===== src/rtl/fpdiv_issue_if.sv =====
// Handshake and divider bus bundle for fpdiv_issue.
// slave is the issue block's view; master is the requester/consumer/divider side.
interface fpdiv_issue_if;
  logic        in_valid;
  logic        in_ready;
  logic [31:0] in_n;
  logic [31:0] in_d;
  logic        in_rm;
  logic [1:0]  in_op;

  logic [31:0] div_n;
  logic [31:0] div_d;
  logic        div_rm;
  logic [1:0]  div_op;
  logic [31:0] div_result;

  logic        out_valid;
  logic        out_ready;
  logic [31:0] out_result;
  logic        out_dz;
  logic        out_nv;

  modport slave (
    input  in_valid, in_n, in_d, in_rm, in_op, div_result, out_ready,
    output in_ready, div_n, div_d, div_rm, div_op, out_valid, out_result, out_dz, out_nv
  );

  modport master (
    output in_valid, in_n, in_d, in_rm, in_op, div_result, out_ready,
    input  in_ready, div_n, div_d, div_rm, div_op, out_valid, out_result, out_dz, out_nv
  );
endinterface


===== src/rtl/fpdiv_issue.sv =====
// Issue/hold wrapper around a fixed-latency f32 divider.
// Accepts one request at a time, holds operands toward the divider, waits
// LATENCY cycles and presents the quotient until the consumer takes it.
// Optional macro FPDIV_SPECIAL_EN adds IEEE special-case detection that
// bypasses the divider (NaN/zero/infinity operands) and raises dz/nv flags.
module fpdiv_issue #(
  parameter int unsigned LATENCY = 12
) (
  input logic          clk,
  input logic          reset,
  fpdiv_issue_if.slave bus
);

  typedef enum logic [1:0] {IDLE, WAIT, DONE} state_t;

  localparam logic [7:0] CNT_LOAD = 8'(LATENCY - 1);

  state_t      state;
  state_t      state_nxt;
  logic [7:0]  cnt;
  logic [31:0] hold_n;
  logic [31:0] hold_d;
  logic        hold_rm;
  logic [1:0]  hold_op;
  logic [31:0] result_r;
  logic        dz_r;
  logic        nv_r;
  logic        in_ready;
  logic        out_valid;
  logic        accept;
  logic        special;
  logic [31:0] spec_result;
  logic        spec_dz;
  logic        spec_nv;

  assign accept = bus.in_valid && in_ready;

`ifdef FPDIV_SPECIAL_EN
  logic       n_zero, n_inf, n_nan;
  logic       d_zero, d_inf, d_nan;
  logic       q_sign;

  // Classify operands; exponent 0 is treated as zero whatever the mantissa.
  always_comb begin
    n_zero      = (bus.in_n[30:23] == 8'h00);
    n_inf       = (bus.in_n[30:23] == 8'hFF) && (bus.in_n[22:0] == 23'd0);
    n_nan       = (bus.in_n[30:23] == 8'hFF) && (bus.in_n[22:0] != 23'd0);
    d_zero      = (bus.in_d[30:23] == 8'h00);
    d_inf       = (bus.in_d[30:23] == 8'hFF) && (bus.in_d[22:0] == 23'd0);
    d_nan       = (bus.in_d[30:23] == 8'hFF) && (bus.in_d[22:0] != 23'd0);
    q_sign      = bus.in_n[31] ^ bus.in_d[31];
    special     = 1'b1;
    spec_result = 32'h7FC00000;
    spec_dz     = 1'b0;
    spec_nv     = 1'b0;
    if (n_nan || d_nan || (n_zero && d_zero) || (n_inf && d_inf)) begin
      spec_nv = 1'b1;
    end else if (d_zero && !n_inf) begin
      spec_result = {q_sign, 8'hFF, 23'd0};
      spec_dz     = 1'b1;
    end else if (n_inf) begin
      spec_result = {q_sign, 8'hFF, 23'd0};
    end else if (n_zero || d_inf) begin
      spec_result = {q_sign, 31'd0};
    end else begin
      special     = 1'b0;
      spec_result = 32'd0;
    end
  end
`else
  assign special     = 1'b0;
  assign spec_result = 32'd0;
  assign spec_dz     = 1'b0;
  assign spec_nv     = 1'b0;
`endif

  // State register.
  always_ff @(posedge clk) begin
    if (!reset) state <= IDLE;
    else        state <= state_nxt;
  end

  // Next-state and handshake outputs.
  always_comb begin
    state_nxt = state;
    in_ready  = 1'b0;
    out_valid = 1'b0;
    case (state)
      IDLE: begin
        in_ready = 1'b1;
        if (bus.in_valid) state_nxt = special ? DONE : WAIT;
      end
      WAIT: begin
        if (cnt == 8'd0) state_nxt = DONE;
      end
      DONE: begin
        out_valid = 1'b1;
        if (bus.out_ready) state_nxt = IDLE;
      end
      default: state_nxt = IDLE;
    endcase
  end

  // Operand hold, latency counter and result capture.
  always_ff @(posedge clk) begin
    if (!reset) begin
      cnt      <= 8'd0;
      hold_n   <= 32'd0;
      hold_d   <= 32'd0;
      hold_rm  <= 1'b0;
      hold_op  <= 2'd0;
      result_r <= 32'd0;
      dz_r     <= 1'b0;
      nv_r     <= 1'b0;
    end else if (accept) begin
      hold_n  <= bus.in_n;
      hold_d  <= bus.in_d;
      hold_rm <= bus.in_rm;
      hold_op <= bus.in_op;
      cnt     <= CNT_LOAD;
      if (special) begin
        result_r <= spec_result;
        dz_r     <= spec_dz;
        nv_r     <= spec_nv;
      end
    end else if (state == WAIT) begin
      if (cnt == 8'd0) begin
        result_r <= bus.div_result;
        dz_r     <= 1'b0;
        nv_r     <= 1'b0;
      end else begin
        cnt <= cnt - 8'd1;
      end
    end
  end

  assign bus.in_ready   = in_ready;
  assign bus.out_valid  = out_valid;
  assign bus.div_n      = hold_n;
  assign bus.div_d      = hold_d;
  assign bus.div_rm     = hold_rm;
  assign bus.div_op     = hold_op;
  assign bus.out_result = result_r;
  assign bus.out_dz     = dz_r;
  assign bus.out_nv     = nv_r;

endmodule

===== src/flat_wrapper.sv =====
// flat-port wrapper written by rule: the top's interface ports become plain ports
module fpdiv_issue_flat 
#(
  parameter int unsigned LATENCY = 12
)
  (clk, reset, bus_in_valid, bus_in_n, bus_in_d, bus_in_rm, bus_in_op, bus_div_result, bus_out_ready, bus_in_ready, bus_div_n, bus_div_d, bus_div_rm, bus_div_op, bus_out_valid, bus_out_result, bus_out_dz, bus_out_nv);
  fpdiv_issue_if bus_i ();
  input logic clk;
  input logic reset;
  input wire logic [$bits(bus_i.in_valid)-1:0] bus_in_valid;
  input wire logic [$bits(bus_i.in_n)-1:0] bus_in_n;
  input wire logic [$bits(bus_i.in_d)-1:0] bus_in_d;
  input wire logic [$bits(bus_i.in_rm)-1:0] bus_in_rm;
  input wire logic [$bits(bus_i.in_op)-1:0] bus_in_op;
  input wire logic [$bits(bus_i.div_result)-1:0] bus_div_result;
  input wire logic [$bits(bus_i.out_ready)-1:0] bus_out_ready;
  output wire logic [$bits(bus_i.in_ready)-1:0] bus_in_ready;
  output wire logic [$bits(bus_i.div_n)-1:0] bus_div_n;
  output wire logic [$bits(bus_i.div_d)-1:0] bus_div_d;
  output wire logic [$bits(bus_i.div_rm)-1:0] bus_div_rm;
  output wire logic [$bits(bus_i.div_op)-1:0] bus_div_op;
  output wire logic [$bits(bus_i.out_valid)-1:0] bus_out_valid;
  output wire logic [$bits(bus_i.out_result)-1:0] bus_out_result;
  output wire logic [$bits(bus_i.out_dz)-1:0] bus_out_dz;
  output wire logic [$bits(bus_i.out_nv)-1:0] bus_out_nv;
  assign bus_i.in_valid = bus_in_valid;
  assign bus_i.in_n = bus_in_n;
  assign bus_i.in_d = bus_in_d;
  assign bus_i.in_rm = bus_in_rm;
  assign bus_i.in_op = bus_in_op;
  assign bus_i.div_result = bus_div_result;
  assign bus_i.out_ready = bus_out_ready;
  assign bus_in_ready = bus_i.in_ready;
  assign bus_div_n = bus_i.div_n;
  assign bus_div_d = bus_i.div_d;
  assign bus_div_rm = bus_i.div_rm;
  assign bus_div_op = bus_i.div_op;
  assign bus_out_valid = bus_i.out_valid;
  assign bus_out_result = bus_i.out_result;
  assign bus_out_dz = bus_i.out_dz;
  assign bus_out_nv = bus_i.out_nv;
  fpdiv_issue #(.LATENCY(LATENCY)) u_core (.clk(clk), .reset(reset), .bus(bus_i));
endmodule

===== config.mk =====
export PLATFORM = sky130hd
export DESIGN_NAME = fpdiv_issue_flat
export DESIGN_NICKNAME = d
export VERILOG_FILES = /design/src/rtl/fpdiv_issue_if.sv /design/src/rtl/fpdiv_issue.sv /design/src/flat_wrapper.sv
export SDC_FILE = /design/constraint.sdc
export NUM_CORES = 1
export LEC_CHECK = 0
export ABC_CLOCK_PERIOD_IN_PS = 1800
export CELL_PAD_IN_SITES_DETAIL_PLACEMENT = 0
export CELL_PAD_IN_SITES_GLOBAL_PLACEMENT = 1
export CORE_ASPECT_RATIO = 2
export CORE_MARGIN = 2
export CORE_UTILIZATION = 25
export CTS_CLUSTER_DIAMETER = 40
export DETAILED_ROUTE_END_ITERATION = 10
export GPL_TIMING_DRIVEN = 0
export PLACE_DENSITY_LB_ADDON = 0.1
export SLEW_MARGIN = 10
export SYNTH_ARGS = -nofsm -noshare
export SYNTH_HDL_FRONTEND = slang
export SYNTH_SLANG_ARGS = --single-unit

===== constraint.sdc =====
create_clock -name clk -period 1.8 [get_ports clk]
set_input_delay 0.54 -clock clk [delete_from_list [all_inputs] [get_ports clk]]
set_output_delay 0.54 -clock clk [all_outputs]
set_load 0.03 [all_outputs]

# --- Word level (Yosys, flattened, before mapping) ---
# Index checks and enable logic that the tools add are counted.
# W data, S select, Z words.
word_totals:
  reg_bits: 109
  latchBits: 0
  ramBits: 0
  romBits: 0
  input_bits: 103
  output_inout_bits: 103
  elab_cells: 36
  n_memories: 0
classes:
  addsub: 1
  multipliers: 0
  n_div: 0
  order_cmp: 0
  n_eq_ne: 6
  n_shift: 0
  muxes: 9
  bitwise_logic: 3
  reduce_logical: 9
ops:
  columns: ["cell", "count"]
  rows:
  - ["$mux W4", 3]
  - ["$logic_not A8 Y1", 1]
  - ["$sub A8 B1 Y8 const B", 1]
  - ["$mux W2", 3]
  - ["$ne A2 B2 Y1 const B", 3]
  - ["$pmux W2 S3", 1]
  - ["$reduce_and A3 Y1", 2]
  - ["$reduce_and A2 Y1", 2]
  - ["$not A1 Y1", 3]
  - ["$eq A2 B1 Y1 const B", 1]
  - ["$eq A2 B2 Y1 const B", 1]
  - ["$logic_not A2 Y1", 1]
  - ["$mux W1", 2]
  - ["$ne A2 B1 Y1 const B", 1]
  - ["$reduce_bool A2 Y1", 1]
  - ["$reduce_or A2 Y1", 1]
  - ["$logic_and A1 B1 Y1", 1]

# --- Longest topological paths before layout ---
# Gate-level depths: netlist (run 1).
logic_depth:
  word_depth: 5
  depth_mapped: 6
  mapped_depth_nobuf: 5

# --- Worst setup path after synthesis (run 1) ---
# OpenSTA, ideal clock, no wires.
synth_path:
  path_kind: "reg-to-reg"
  from: "register u_core.cnt[3]"
  to: "register u_core.result_r[10] (netlist: u_core.bus.out_result[10])"
  setup_time_ps: 72
  t_arrival_ps: 1712
  required_ps: 1728
  slack_ps: 16
  path_stages_with_launch: 6
  path_buffers: 2
  period_less_slack_ps: 1784
  cell_sequence: "dfxtp_1 or4_1 buf_2 nor3_4 buf_6 mux2i_1"
synth_between:
  elab_chain_cells: 2
synth_lines:
  columns: ["element", "line_no", "rtl"]
  rows:
  - ["from (decl)", "fpdiv_issue.sv:20", "logic [7:0] cnt;"]
  - ["from (signal assigned)", "fpdiv_issue.sv:132", "cnt <= cnt - 8'd1;"]
  - ["$logic_not A8 Y1", "fpdiv_issue.sv:127", "if (cnt == 8'd0) begin"]
  - ["$reduce_and A3 Y1 (no source line)", null, null]
  - ["to (signal assigned)", "fpdiv_issue.sv:122", "result_r <= spec_result;"]
  - ["to (signal assigned)", "fpdiv_issue.sv:128", "result_r <= bus.div_result;"]
  - ["to (decl)", "fpdiv_issue.sv:25", "logic [31:0] result_r;"]
# Every way passes these cells.
# A chain may end at the register's enable or synchronous reset.

# --- Worst setup path after layout (run 1) ---
layout_path:
  from: "register u_core.cnt[3]"
  to: "register u_core.result_r[14] (netlist: u_core.bus.out_result[14])"
# Same word-level chain as after synthesis.

==> out/results.txt, run 1 <==
The first detailed-routing pass took 4 iterations. The commonest cells after synthesis are sky130_fd_sc_hd__nand2_1 (200), sky130_fd_sc_hd__dfxtp_1 (109), sky130_fd_sc_hd__a21oi_1 (70). In the final routed layout, each cell accounts on average for 14.9 um. The run gives 2.08 ns as the required time of the critical path. The logs give 2 for the maximum number of buffers from clock root to sink and 0.35 ns for the latest clock arrival within the worst-skew pair. For the final routed database, the setup TNS stands at 0 ns. The cell sitting at the root of the clock tree is a sky130_fd_sc_hd__clkbuf_16. The final global-route overflow total was 0. The number of antenna violations at the first check in global routing was 0; the cell row count was 66.

Entering global routing, the biggest net connects 19 pins. In this run, post-CTS hold repair placed 0 buffers. The logs give 0 for the number of slew-limit violations in the final report and 37 for the unique cell type count in the Yosys netlist. The transition time of the tightest slew-check pin came out at 0.610 ns. In the routed layout, each cell is associated on average with a via count of 4.35. The post-synthesis cell type with the largest combined area is sky130_fd_sc_hd__dfxtp_1. The number of max-cap violations came out at 0.

The worst setup path is captured at a flip-flop. The run gives 0 as the number of failing hold endpoints at the final stage. The final period utilization works out to 0.985.

TritonCTS built the clock tree. Count of flip-flops with a built-in enable after synthesis: 0. In the post-synthesis netlist, the biggest area contributors are sky130_fd_sc_hd__dfxtp_1 (52%), sky130_fd_sc_hd__nand2_1 (18%), sky130_fd_sc_hd__a21oi_1 (8.4%). The run gives 0.525 as the proportion of synthesized chip area in sequential cells.

The critical path is of the reg -> reg type. In the final design database the tool counted 826 nets. The critical path launch point type is a flip-flop. The die covers 17700 um^2. The analysis attributes to cell leakage a power of 0.00300 uW. The fraction of synthesized cell area taken by the top area cell type is 0.525, and the cell internal power dissipation is 4520 uW. The tools report the overall routed net length as 13800 um. Most common flop cell mapped by yosys: sky130_fd_sc_hd__dfxtp_1. Number of placed cells counting well taps: 908.

The total area inside the core boundary comes to 16300 um^2. For the total I/O pin count, the log shows 206. In this run the power spent charging and discharging nets is 2250 uW. The worst-case IR drop observed on VDD is 0.402 mV. In this run the worst setup path begins at u_core.cnt[3].

Switching power as a share of total power: 0.332. The first global-routing pass estimated 21600 um of wire. Leading cell type by number of instances after synthesis: sky130_fd_sc_hd__nand2_1.

From left edge to right edge, the die measures 95.2 um. The final route contains 4049 vias. The final total power is 6760 uW.

The class of the tightest hold or removal check was reg -> reg. The overall track demand over capacity in global routing is 0.156, and the vertical extent of the die is 186 um. Setup violations remaining at the end of the flow were counted as 0. The run gives 0.0102 ns as the worst clock skew on the final layout. For the finished layout, the period the worst path requires is 1.77 ns.

Clock-pin slew was measured on the worst setup and hold paths at 0.08 ns. Setup slack closes at 0.0261 ns. Along the worst path, the maximum fanout reaches 9. In this run the number of H-tree levels came out at 3. The count of filler cells inserted in the layout was 1674; the part of the power in registers was 0.411.

Routability-driven placement finished with a final weighted congestion of 0.779. The run gives 0 as the number of warnings printed during yosys synthesis. After synthesis, the mean cell area works out to 8.30 um^2. The number of flip-flops and latches in the synthesized netlist is 109, and the normalized max-slew margin is 0.590. The flow ran to the end, and the final reports show no timing, DRC or antenna violations. The clock drives 109 sinks. The fraction of layout cells with a size suffix above 1 is 0.0868, and the filler-free cell count of the finished design is 930. The async set-reset flop share out of synthesis was 0; the portion of total power attributed to the clock network was 0.289.

Counting every instance in the synthesized netlist gives 501. The number of antenna diodes in the final layout is 0. The number of I/O port buffers came out at 202. The startpoint of the worst-slack reg-to-reg timing path is u_core.cnt[3].

The CTS buffer count is 9, and the HPWL after detailed placement is 10500 um. The area added between synthesis and finish is 64.7%. For this design the ratio of total power to cell area is 988 nW/um^2. The logs give 0.256 for the initial cell density of the core and 2.05 ns for the data arrival time of the critical path.

The run gives 0 as the DRC violation count after routing. After synthesis the cells add up to 4160 um^2. The post-route antenna net violation count is 0. For the power share of the combinational group, the log shows 0.300.

For the number of global-route vias before repair, the log shows 4232. Setup repair after global routing could not meet its margin everywhere. The number of DRC markers after the initial detailed-route iteration is 55, and the worst slack after detailed placement is -0.829 ns.

The tools report the timing-limited maximum frequency as 564 MHz. In this run the most critical hold path is launched from u_core.bus.div_n[29].
through the flow:
| stage | hold slack, ns | cell area [um^2] | util |
|---|---|---|---|
| after floorplan | 0.460 | 4160 | - |
| after global placement | 0.442 | 6440 | 0.396 |
| after detailed placement | 0.446 | 6440 | 0.396 |
| after CTS | 0.455 | 6680 | 0.411 |
| after global routing | 0.471 | 6850 | 0.421 |
| final | 0.452 | 6850 | 0.421 |
layout by cell type, fill, tap and decap left out, types with 3 or more instances in the layout:
| cell type | count |
|---|---|
| sky130_fd_sc_hd__clkbuf_1 | 13 |
| sky130_fd_sc_hd__inv_1 | 4 |
| sky130_fd_sc_hd__nor2b_1 | 4 |
| sky130_fd_sc_hd__clkbuf_16 | 12 |
| sky130_fd_sc_hd__clkbuf_2 | 11 |
| sky130_fd_sc_hd__dlygate4sd2_1 | 99 |
| sky130_fd_sc_hd__a21oi_1 | 70 |
| sky130_fd_sc_hd__nor2_1 | 5 |
| sky130_fd_sc_hd__clkdlybuf4s50_1 | 101 |
| sky130_fd_sc_hd__inv_6 | 3 |
| sky130_fd_sc_hd__buf_12 | 5 |
| sky130_fd_sc_hd__mux2i_1 | 34 |
| sky130_fd_sc_hd__buf_6 | 3 |
| sky130_fd_sc_hd__nand2_1 | 200 |
| sky130_fd_sc_hd__dfxtp_1 | 106 |
| sky130_fd_sc_hd__buf_4 | 8 |
power groups by stage:
stage / logic [uW] / registers, uW / clock network, uW
6_report: 2030 / 2780 / 1950
5_1_grt: 2190 / 2820 / 2110
4_1_cts: 1910 / 2780 / 2020
2_1_floorplan: 726 / 3210 / 0
3_3_place_gp: 1970 / 2820 / 0
3_5_place_dp: 1980 / 2830 / 0
what timing repair did:
| action | 4_1_cts | 5_1_grt |
|---|---|---|
| pin swaps | 1 | 1 |
| setup endpoints to repair | 205 | 102 |
| cloned | 0 | 3 |
| resized for setup | 124 | 43 |
| buffers inserted | 3 | 3 |
flip-flops by register name (all words and copies together) (netlist names):
name                   count
u_core.cnt                 8
u_core.bus.out_result     32
u_core.bus.div_rm          1
u_core.state               2
u_core.bus.div_n          32
u_core.bus.div_d          32
u_core.bus.div_op          2
per-layer routing:
| layer | track usage | part of all wire | vias up |
|---|---|---|---|
| met5 | 0 | 0 | - |
| met4 | 0.0535 | 0.020 | 0 |
| met3 | 0.0400 | 0.066 | 17 |
| met2 | 0.305 | 0.56 | 132 |
| met1 | 0.149 | 0.35 | 1821 |
| li1 | - | - | 2079 |
area by class of cell:
cell class	instances	area, um^2	area share
repair buffers	211	2030	0.297
clock buffers	11	243	0.0354
multi-input cells	351	1840	0.268
flip-flops and latches	109	2190	0.320
plain buffers	35	235	0.0343
inverters	4	15.0	0.00219
well taps	204	255	0.0373
clock inverters	5	40.0	0.00585
path summary, 6_finish.rpt:
path | end | depth (start not counted) | slack, ns
max | u_core.bus.out_result[14] | 6 | 0.03
min | u_core.bus.div_n[29] | 2 | 0.45
max reg2reg | u_core.bus.out_result[14] | 6 | 0.03
min reg2reg | u_core.bus.div_n[29] | 2 | 0.45
cell families (layout without fill, tap and decap cells):
family | after synthesis | count (layout) | share of synthesized area
adder cells (fa/ha/maj) | 2 | 2 | 0.00602
flip-flops | 109 | 109 | 0.525
buffers and inverters | 42 | 266 | 0.0463
AO/OA/AOI/OAI | 84 | 84 | 0.114
multiplexers | 34 | 34 | 0.0819
other | 1 | 2 | 0.000902
AND/OR/NAND/NOR | 229 | 229 | 0.226
worst max-delay path, cell delays in order, from the launching register on:
cell,delay (ns)
sky130_fd_sc_hd__dfxtp_4,0.37
sky130_fd_sc_hd__or4_4,0.53
sky130_fd_sc_hd__buf_6,0.15
sky130_fd_sc_hd__nor3_4,0.14
sky130_fd_sc_hd__buf_12,0.18
sky130_fd_sc_hd__clkbuf_16,0.16
sky130_fd_sc_hd__mux2i_1,0.17
(Power assumes the default switching activity.)
==> run 2: changes to the inputs <==
- CORE_MARGIN: 2 -> 5
- GPL_TIMING_DRIVEN: 0 -> default
==> run 2 against run 1 <==
Wire length grew 6.9%. Via count grew 2.5%. Worst setup slack gained 0.047 ns. Non-clock buffer count shrank 8. Final area grew 0.58%. Sequential share of layout area shrank 0.29 points. Register-to-register slack gained 0.09 ns. Total power grew 0.62%. Die area grew 9.7%. Critical path type is now reg -> out. Largest cell class unchanged. Largest power group unchanged. Highest routed layer unchanged.
==> out/results.txt, run 2 (same netlist as run 1, synthesis figures left out) <==
The run finished with clean final reports. The number of I/O port buffers was 203 (+0.50%); the total I/O pin count was 206 (unchanged). The portion of total power attributed to the clock network is 0.284 (-0.005), and the overall track demand over capacity in global routing is 0.137 (-0.0189). The vertical extent of the die was 192 um (+3.2%); the latest clock arrival within the worst-skew pair was 0.35 ns (about the same). Core footprint: 16400 um^2 (+0.51%). The tools report the HPWL after detailed placement as 10100 um (-4.2%).

The final setup violation count was 0 (unchanged). The post-route minimum period is 1.73 ns (-0.0473 ns). The run gives 818 (-0.97%) as the number of nets in the final layout. For the largest net degree at the start of global routing, the log shows 73 (+54). The timing-limited maximum frequency came out at 579 MHz (+2.7%).

The number of DRC markers after the initial detailed-route iteration is 88 (+60%). For the number of antenna violations at the first check in global routing, the log shows 1 (+1). For the initial cell density of the core, the log shows 0.254 (-0.00129). The required time of the critical path was 1.26 ns (-0.82 ns). The length of the first detailed-routing pass in iterations came out at 4 (unchanged). Switching power as a share of total power: 0.331 (-0.00138). The number of slew-limit violations in the final report is 0 (unchanged), and the part of the power in registers is 0.404 (-0.007).

The tools report the critical path launch point type as a flip-flop. The number of placed cells counting well taps is 893 (-1.7%), and the final global-route overflow total is 0 (unchanged). The setup path with the least slack is of type reg -> out.

The tools report the maximum number of buffers from clock root to sink as 2 (unchanged). The worst clock skew on the final layout is 0.00746 ns (-0.00278 ns). The logs give 21100 um (-2.5%) for the global-route wire length before repair and 66 (unchanged) for the cell row count. The clock transition time at the flip-flop clock pins of the worst setup and hold paths is 0.08 ns (about the same). In this run the clock root is driven by a sky130_fd_sc_hd__clkbuf_16. TritonCTS built the clock tree. The switching power is 2250 uW (+0.20%), and the share of the core filled with cells is 0.421 (about the same). The number of global-route vias before repair is 4105 (-3.0%). The tools report the DRC violation count after routing as 0 (unchanged).

The fraction of layout cells with a size suffix above 1 works out to 0.0933 (+0.00654). The leakage power summed over all cells was 0.00304 uW (+1.3%); the maximum fanout along the worst path was 8 (-1). The worst setup path is captured at a primary output.

The overall routed net length came out at 14800 um (+6.9%). The library cells used most frequently in the layout, excluding fill and tap cells, are sky130_fd_sc_hd__nand2_1 (200), sky130_fd_sc_hd__dfxtp_1 (108), sky130_fd_sc_hd__clkdlybuf4s50_1 (101). For the cell internal power dissipation, the log shows 4550 uW (+0.83%).

The maximum vdd ir drop is 0.399 mV (-0.64%). The die area is 19500 um^2 (+9.7%), and the number of clock sinks is 109 (unchanged). The area added between synthesis and finish came out at 65.7%.

The post-detailed-route via-to-cell ratio is 4.50 (+3.3%), and the post-route antenna net violation count is 0 (unchanged). The logs give 0 ns (unchanged) for the final-layout setup total negative slack and 0 (unchanged) for the number of failing hold endpoints at the final stage. The level count of the clock H-tree came out at 3 (unchanged). The tools report the hold-fix buffer count after cts as 0 (unchanged). The run gives 0.312 (+0.012) as the power share of the combinational group. Routed wire length per instance: 16.0 um (+7.7%). Class of the tightest hold or removal check: reg -> reg.

CTS buffer count: 9 (unchanged). The most common cell after layout, fill and taps aside is sky130_fd_sc_hd__nand2_1. The logs give 0 (unchanged) for the number of max-cap violations and 0.792 (+1.8%) for the placer's final routability congestion estimate. The filler-free cell count of the finished design came out at 923 (-0.75%). The width of the chip works out to 101 um (+6.3%). Routed via count: 4151 (+2.5%). The final period utilization was 0.959 (-0.0263); the data arrival time of the critical path was 1.19 ns (-0.86 ns). Setup repair after global routing left no endpoint under its margin. The total power density per cell area came out at 988 nW/um^2 (about the same).
## run 2: cell types whose count changed in the layout (fill, tap and decap cells not counted), moves of 2 or more
cell | before | now
sky130_fd_sc_hd__dfxtp_1 | 106 | 108
sky130_fd_sc_hd__buf_12 | 5 | 7
sky130_fd_sc_hd__dfxtp_4 | 2 | 0
sky130_fd_sc_hd__clkbuf_2 | 11 | 0
sky130_fd_sc_hd__buf_4 | 8 | 23
sky130_fd_sc_hd__clkbuf_1 | 13 | 0
## run 2: layout make-up
class	count	area (um^2)
fill	1720	9460
inverter	4	15.0
sequential	109	2180
tap	204	255
antenna	1	2.50
timing repair buffer	238	2330
clock buffer	10	239
multi-input combinational	351	1820
clock inverter	6	45.0
## run 2: final timing paths
path / start / endpoint / slack, ns / cells past startpoint
worst max register to register: u_core.state[0] / u_core.bus.out_result[19] / 0.12 / 6
worst min-delay path: u_core.bus.div_d[30] / u_core.bus.div_d[30] / 0.45 / 2
worst min register to register: u_core.bus.div_d[30] / u_core.bus.div_d[30] / 0.45 / 2
worst max-delay path: u_core.state[1] / bus_out_valid / 0.07 / 3
## run 2: power by group through the flow
stage	sequential (uW)	combinational (uW)	clock [uW]
floorplan	3210	726	0
global placement	2810	2080	0
detailed placement	2820	2080	0
CTS	2750	1960	2020
global route	2780	2290	2100
finish	2750	2120	1930
## run 2: repair_timing
action / 4_1_cts / 5_1_grt
pin swaps: 0 / 1
endpoints found under the setup margin: 100 / 40
resized for setup: 100 / 8
gates cloned: 0 / 6
setup buffers: 0 / 7
## run 2: critical path: stages (launching register included)
cell and delay (ns):
sky130_fd_sc_hd__dfxtp_1 0.35, sky130_fd_sc_hd__buf_4 0.17, sky130_fd_sc_hd__nor2b_2 0.16, sky130_fd_sc_hd__buf_4 0.16
## run 2: per-layer routing
layer | track usage | share of wire | vias up
li1 | - | - | 2066
met1 | 0.136 | 0.33 | 1927
met2 | 0.260 | 0.58 | 142
met3 | 0.0427 | 0.075 | 16
met4 | 0.0497 | 0.017 | 0
met5 | 0 | 0 | -
## run 2: through the flow
step | area, um^2 | setup slack [ns] | total power (uW) | hold WS [ns]
final | 6890 | 0.0734 | 6810 | 0.453
after detailed placement | 6510 | -0.315 | 4900 | 0.445
after CTS | 6670 | 0.0212 | 6730 | 0.453
after global placement | 6510 | -0.292 | 4880 | 0.442
after global routing | 6890 | 0.00173 | 7170 | 0.472
after floorplan | 4160 | 0.0163 | 3930 | 0.460
==> run 3: changes to the inputs <==
- SLEW_MARGIN: 10 -> default
==> results of run 3 <==
Final layout, timing and power as in run 2 (identical DEF).
